<file path="config.mk">
export PLATFORM = sky130hd
export DESIGN_NAME = seq_step_scheduler
export DESIGN_NICKNAME = d
export VERILOG_FILES = /design/src/rtl/seq_pkg.sv /design/src/rtl/seq_port_arbiter.sv /design/src/rtl/seq_step_scheduler.sv
export SDC_FILE = /design/constraint.sdc
export NUM_CORES = 1
export LEC_CHECK = 0
export ABC_AREA = 1
export BUFFER_PORTS_ARGS = -buffer_cell sky130_fd_sc_hd__buf_4
export CELL_PAD_IN_SITES_DETAIL_PLACEMENT = 1
export CELL_PAD_IN_SITES_GLOBAL_PLACEMENT = 1
export CORE_MARGIN = 2
export CORE_UTILIZATION = 35
export CTS_CLUSTER_DIAMETER = 200
export DETAILED_ROUTE_END_ITERATION = 8
export PLACE_DENSITY = 0.82
export REMOVE_ABC_BUFFERS = 1
export SYNTH_ARGS = -nofsm -noshare
export SYNTH_HDL_FRONTEND = slang
export SYNTH_SLANG_ARGS = --single-unit
</file>
<file path="constraint.sdc">
create_clock -name clk -period 4.8 [get_ports clk]
set_clock_uncertainty 0.05 [all_clocks]
set_input_delay 1.44 -clock clk [delete_from_list [all_inputs] [get_ports clk]]
set_output_delay 1.44 -clock clk [all_outputs]
set_load 0.01 [all_outputs]
</file>
<file path="src/rtl/seq_pkg.sv">
// Shared sizes, transport state codes and the loop-wrap helper for the step sequencer.
package seq_pkg;
  localparam int unsigned STEPS     = 16;
  localparam int unsigned VOICES    = 8;
  localparam int unsigned STEP_W    = $clog2(STEPS);
  localparam int unsigned MIN_TICKS = 4;

  localparam logic [STEP_W:0] LOOP_MAX = STEPS[STEP_W:0];

  localparam logic [1:0] ST_STOP = 2'd0;
  localparam logic [1:0] ST_LOAD = 2'd1;
  localparam logic [1:0] ST_RUN  = 2'd2;
  localparam logic [1:0] ST_HOLD = 2'd3;

  // Step that follows cur for a requested loop length; 0 or oversize means full pattern.
  function automatic logic [STEP_W-1:0] next_step(input logic [STEP_W-1:0] cur,
                                                  input logic [STEP_W:0]   len);
    logic [STEP_W:0] eff;
    logic [STEP_W:0] inc;
    eff = ((len == '0) || (len > LOOP_MAX)) ? LOOP_MAX : len;
    inc = {1'b0, cur} + {{STEP_W{1'b0}}, 1'b1};
    return (inc >= eff) ? '0 : inc[STEP_W-1:0];
  endfunction
endpackage

</file>
<file path="src/rtl/seq_port_arbiter.sv">
// Pattern RAM port arbiter: playback fetch > editor > scan, with a scan anti-starvation override.
module seq_port_arbiter
  import seq_pkg::*;
(
  input  logic clk,
  input  logic rst,
  input  logic play_i,
  input  logic ed_req_i,
  input  logic sc_req_i,
  output logic ed_gnt_o,
  output logic sc_gnt_o
);
  logic [1:0] streak_q;
  logic [1:0] streak_d;
  logic       sc_force;

  // Grant selection; nothing is granted while a playback fetch owns the port or in reset.
  always_comb begin
    sc_force = (streak_q == 2'd2) && sc_req_i;
    ed_gnt_o = 1'b0;
    sc_gnt_o = 1'b0;
    if (!rst && !play_i) begin
      if (sc_force)      sc_gnt_o = 1'b1;
      else if (ed_req_i) ed_gnt_o = 1'b1;
      else if (sc_req_i) sc_gnt_o = 1'b1;
    end
  end

  // Count editor wins that left a scan waiting; playback cycles leave the streak untouched.
  always_comb begin
    streak_d = streak_q;
    if (!play_i) begin
      if (ed_gnt_o && sc_req_i) streak_d = (streak_q == 2'd2) ? 2'd2 : streak_q + 2'd1;
      else                      streak_d = '0;
    end
  end

  // Streak register.
  always_ff @(posedge clk) begin
    if (rst) streak_q <= '0;
    else     streak_q <= streak_d;
  end
endmodule

</file>
<file path="src/rtl/seq_step_scheduler.sv">
// Transport FSM, step timer and next-row prefetch; owns and multiplexes the pattern RAM port.
module seq_step_scheduler
  import seq_pkg::*;
#(
  parameter int unsigned TICK_W = 25
) (
  input  logic              clk,
  input  logic              rst,
  input  logic              play_req,
  input  logic              stop_req,
  input  logic [TICK_W-1:0] step_ticks,
  input  logic [STEP_W:0]   loop_len,
  input  logic              ed_req,
  input  logic [STEP_W-1:0] ed_addr,
  input  logic [VOICES-1:0] ed_wdata,
  output logic              ed_gnt,
  input  logic              sc_req,
  input  logic [STEP_W-1:0] sc_addr,
  output logic              sc_gnt,
  output logic              sc_rvalid,
  output logic [VOICES-1:0] sc_rdata,
  output logic              mem_en,
  output logic              mem_we,
  output logic [STEP_W-1:0] mem_addr,
  output logic [VOICES-1:0] mem_wdata,
  input  logic [VOICES-1:0] mem_rdata,
  output logic [STEP_W-1:0] step,
  output logic [VOICES-1:0] voice_en,
  output logic              step_strobe,
  output logic              playing
);
  localparam logic [TICK_W-1:0] MIN_P = TICK_W'(MIN_TICKS);

  logic [1:0]        state_q, state_d;
  logic              ld_ph_q, ld_ph_d;
  logic [STEP_W-1:0] step_q, step_d;
  logic [VOICES-1:0] voice_q, voice_d;
  logic              strobe_q, strobe_d;
  logic [TICK_W-1:0] tick_q, tick_d;
  logic [TICK_W-1:0] period_q, period_d;
  logic [STEP_W-1:0] nxt_step_q, nxt_step_d;
  logic [VOICES-1:0] nxt_voice_q, nxt_voice_d;
  logic              pf_pend_q;
  logic              sc_rv_q;

  logic              play_fetch;
  logic [STEP_W-1:0] fetch_addr;
  logic [STEP_W-1:0] step_nx;
  logic [TICK_W-1:0] period_in;

  assign step_nx   = next_step(step_q, loop_len);
  assign period_in = (step_ticks < MIN_P) ? MIN_P : step_ticks;

  // Playback fetch: current row on the first LOAD cycle, next row three ticks before the boundary.
  always_comb begin
    play_fetch = 1'b0;
    fetch_addr = step_q;
    if ((state_q == ST_LOAD) && !ld_ph_q) begin
      play_fetch = 1'b1;
    end else if ((state_q == ST_RUN) && (tick_q == period_q - TICK_W'(3))) begin
      play_fetch = 1'b1;
      fetch_addr = step_nx;
    end
    if (rst) play_fetch = 1'b0;
  end

  seq_port_arbiter u_arb (
    .clk      (clk),
    .rst      (rst),
    .play_i   (play_fetch),
    .ed_req_i (ed_req),
    .sc_req_i (sc_req),
    .ed_gnt_o (ed_gnt),
    .sc_gnt_o (sc_gnt)
  );

  assign mem_en    = play_fetch | ed_gnt | sc_gnt;
  assign mem_we    = ed_gnt;
  assign mem_addr  = play_fetch ? fetch_addr : (ed_gnt ? ed_addr : (sc_gnt ? sc_addr : '0));
  assign mem_wdata = ed_gnt ? ed_wdata : '0;

  // Transport FSM and step timer; stop_req has priority over play_req everywhere.
  always_comb begin
    state_d     = state_q;
    ld_ph_d     = ld_ph_q;
    step_d      = step_q;
    voice_d     = voice_q;
    strobe_d    = 1'b0;
    tick_d      = tick_q;
    period_d    = period_q;
    nxt_step_d  = nxt_step_q;
    nxt_voice_d = nxt_voice_q;
    // The row address is captured with the fetch so the boundary uses exactly what was read.
    if (play_fetch && (state_q == ST_RUN)) nxt_step_d = step_nx;
    if (pf_pend_q) nxt_voice_d = mem_rdata;
    case (state_q)
      ST_STOP: begin
        if (play_req && !stop_req) begin
          state_d = ST_LOAD;
          ld_ph_d = 1'b0;
          step_d  = '0;
        end
      end
      ST_LOAD: begin
        if (!ld_ph_q) begin
          ld_ph_d = 1'b1;
        end else begin
          ld_ph_d  = 1'b0;
          voice_d  = mem_rdata;
          strobe_d = 1'b1;
          tick_d   = '0;
          period_d = period_in;
          state_d  = ST_RUN;
        end
      end
      ST_RUN: begin
        if (stop_req) begin
          state_d = ST_HOLD;
          tick_d  = '0;
        end else if (tick_q == period_q - TICK_W'(1)) begin
          step_d   = nxt_step_q;
          voice_d  = nxt_voice_q;
          strobe_d = 1'b1;
          tick_d   = '0;
          period_d = period_in;
        end else begin
          tick_d = tick_q + TICK_W'(1);
        end
      end
      ST_HOLD: begin
        if (stop_req) begin
          state_d = ST_STOP;
          step_d  = '0;
          voice_d = '0;
        end else if (play_req) begin
          state_d = ST_LOAD;
          ld_ph_d = 1'b0;
        end
      end
      default: state_d = ST_STOP;
    endcase
  end

  // State registers; reset also drops any in-flight fetch or scan read.
  always_ff @(posedge clk) begin
    if (rst) begin
      state_q     <= ST_STOP;
      ld_ph_q     <= 1'b0;
      step_q      <= '0;
      voice_q     <= '0;
      strobe_q    <= 1'b0;
      tick_q      <= '0;
      period_q    <= MIN_P;
      nxt_step_q  <= '0;
      nxt_voice_q <= '0;
      pf_pend_q   <= 1'b0;
      sc_rv_q     <= 1'b0;
    end else begin
      state_q     <= state_d;
      ld_ph_q     <= ld_ph_d;
      step_q      <= step_d;
      voice_q     <= voice_d;
      strobe_q    <= strobe_d;
      tick_q      <= tick_d;
      period_q    <= period_d;
      nxt_step_q  <= nxt_step_d;
      nxt_voice_q <= nxt_voice_d;
      pf_pend_q   <= play_fetch;
      sc_rv_q     <= sc_gnt;
    end
  end

  assign sc_rvalid   = sc_rv_q;
  assign sc_rdata    = sc_rv_q ? mem_rdata : '0;
  assign step        = step_q;
  assign voice_en    = voice_q;
  assign step_strobe = strobe_q;
  assign playing     = (state_q == ST_LOAD) || (state_q == ST_RUN);
endmodule

</file>
==> flow_metrics.tcl <==
set metrics [dict create \
    ant_nets 0 \
    power.leakage_nw 3.97 \
    std_cell_rows 50 \
    initialDrtViolationCount 320 \
    period_share_pct 108 \
    cp_slowest_cell "or4_4" \
    crit_required_ns 3.31 \
    drive_gt1_share_pct 14.1 \
    async_flop_share_pct 0 \
    hold_path_class "register to register" \
    hold_viol_final 0 \
    max_freq_ghz 0.193 \
    core_mm2 0.0186 \
    critPathArrivalTime_ns 3.69 \
    ios 99 \
    maxSlewHeadroom_pct 34.9 \
    worstPathMaxFanout 5 \
    fill_cells 2561 \
    grt_pass1_wl_um 37700 \
    grt_pass1_vias 7481 \
    drv_cap 0 \
    vias 7459 \
    critical_path.startpoint_type "primary input" \
    syn_area_mm2 0.00663 \
    post-route-util_pct 42.9 \
    antenna_found_initial 0 \
    clock-sinks 82 \
    grt_util_all_layers_pct 23.4 \
    firstDrtPassIters 5 \
    htree_num_levels 3 \
    p_per_area_mw_per_mm2 595 \
    synth.yosys.warnings 0 \
    syn_inst 1134 \
    port_buffers 98 \
    synthFlopType "dfxtp_1" \
    grt_max_degree 59 \
    clk_latency_ns 0.35 \
    r2r_setup_slack_ns 1.44 \
    synthToLayoutAreaGrowth_pct 20.5 \
    irDropWorstVdd_mv 0.250 \
    crit_path_end_kind "output pin" \
    yosysUniqueCellTypes 35 \
    wl_per_cell_um 15.9 \
    cts_buffers 9 \
    start_util_pct 35.6 \
    worst_pin_slew_ns 0.971 \
    layout_common_cells "310 x nand2_1, 186 x nor2_1, 152 x inv_1, 112 x buf_4, 108 x nand3_1" \
    placed_cell_area_mm2 0.00760 \
    rsz0062_at_grt "yes" \
    path_class "primary input to output pin" \
    clk_pin_slew_ns 0.06 \
    violations "setup timing" \
    cts_hold_buffers 0 \
    final_area_mm2 0.00799 \
    ys_ff_latch 82 \
    drv_slew 0 \
    critPathTopFamily "simple AND/OR/NAND/NOR gates" \
    ys_seq_area_share_pct 24.8 \
    final_common_cell "nand2_1" \
    num-nets-final 1301 \
    avgSynthCellArea_um2 5.85 \
    grt-ovfl-total 0 \
    worstPathCellList "buf_6, or4_4, ha_4, nor2_4, ha_4, o21a_1, o21ai_1, nand2_1, a21oi_2, o21bai_1, inv_2, nand2_2, nand4_1, nand3_1, nand2_1, buf_4" \
    antenna_cells 0 \
    min_period_ns 5.18 \
    place.gp.congestion 0.914 \
    hpwlAfterDp_um 18500 \
    drc 0 \
    finalWirelength_um 23300 \
    critPathMaxStageDelay_ns 0.54 \
    fin_setup_tns_ns -1.52 \
    status "finished with violations" \
    die_x_um 142 \
    viasPerCell 5.09 \
    setup_viol 4 \
    die_h_um 142 \
    clockBufferDepth 2 \
    path_buf_inv 3 \
    root_buffer "clkbuf_16" \
    setup_ws_ns -0.385 \
    synth_edf_count 0 \
    die_area_mm2 0.0201 \
    cts_tree "yes" \
]
worst paths after layout:
check,end,from,depth (start not counted)
hold / removal,u_arb.streak_q[0]$_SDFFE_PP0N_,u_arb.streak_q[0]$_SDFFE_PP0N_,2
setup / recovery,mem_addr[3],loop_len[3],16
setup reg to reg,period_q[17]$_SDFFE_PP0P_,period_q[0]$_SDFFE_PP0P_,18
hold reg to reg,u_arb.streak_q[0]$_SDFFE_PP0N_,u_arb.streak_q[0]$_SDFFE_PP0N_,2
synthesized netlist by cell type (4+ instances only):
library cell,count,share of area [%]
nand2_1,311,18
nor2_1,190,11
inv_1,154,8.7
nand3_1,108,8.2
dfxtp_1,82,25
a21oi_1,40,3.0
o21ai_0,34,2.6
nand4_1,31,2.9
xor2_1,29,3.8
clkbuf_1,23,1.3
o21a_1,19,2.2
ha_1,16,3.0
xnor2_1,16,2.1
nand3b_1,9,1.0
a22oi_1,8,0.91
buf_2,7,0.53
nor3_1,7,0.53
nand2_2,6,0.57
nor2_4,6,1.0
nor4_1,6,0.57
nor2_2,5,0.47
buf_4,4,0.45
inv_2,4,0.23
o21ai_1,4,0.30
stage by stage:
stage | power [mW] | hold WS (ns) | cells | worst slack, ns
2_1_floorplan | 3.10 | 0.376 | 1099 | -0.250
3_3_place_gp | 3.93 | 0.389 | 1443 | -0.593
3_5_place_dp | 4.02 | 0.401 | 1443 | -0.692
4_1_cts | 4.71 | 0.411 | 1461 | -0.459
5_1_grt | 5.20 | 0.437 | 1464 | -0.533
6_report | 4.76 | 0.404 | 1464 | -0.385
worst min-delay path, stage by stage, from the launching register on:
cell and delay [ns]:
dfxtp_1 0.31, nand2_1 0.06, nand2_1 0.04
registers in the layout, indices dropped and copies added, names as in the netlist:
signal,count
nxt_step_q,4
tick_q,25
voice_en,8
state_q,2
period_q,25
nxt_voice_q,8
step_strobe,1
step,4
pf_pend_q,1
ld_ph_q,1
sc_rvalid,1
u_arb.streak_q,2
repair_timing:
action	CTS	global route
pin swaps	12	7
cloned	0	0
gates resized for setup	12	8
setup endpoints to repair	4	16
buffers inserted	2	3
per-layer routing:
layer  global-route usage, %  up-vias  wire length, um
met5                       0        -                0
met4                    7.47        0              537
met3                    2.46       31              668
met2                    42.1      132            11500
li1                        -     3760                -
met1                    29.2     3536            10600
power breakdown:
| part | internal, mW | switching, mW |
|---|---|---|
| sequential | 0.830 | 0.207 |
| clock | 0.355 | 0.306 |
| combinational | 0.976 | 2.08 |
kinds of logic after synthesis:
family / synth area share, %
AOI/OAI and AO/OA: 9.42
adders and majority gates: 3.02
xor gates and xnor gates: 6.28
buffers and inverters: 11.4
DFF: 24.8
and+or+nand+nor: 45.1
area by class of cell:
type                            count  area (um^2)  area share (%)
Sequential cell                    82         1640            20.6
Multi-Input combinational cell    859         4310            53.9
Inverter                          158          593            7.42
Tap cell                          234          293            3.66
Clock inverter                      7         52.6           0.658
Timing Repair Buffer              115          875            10.9
Clock buffer                        9          225            2.82
(Power assumes the default switching activity.)
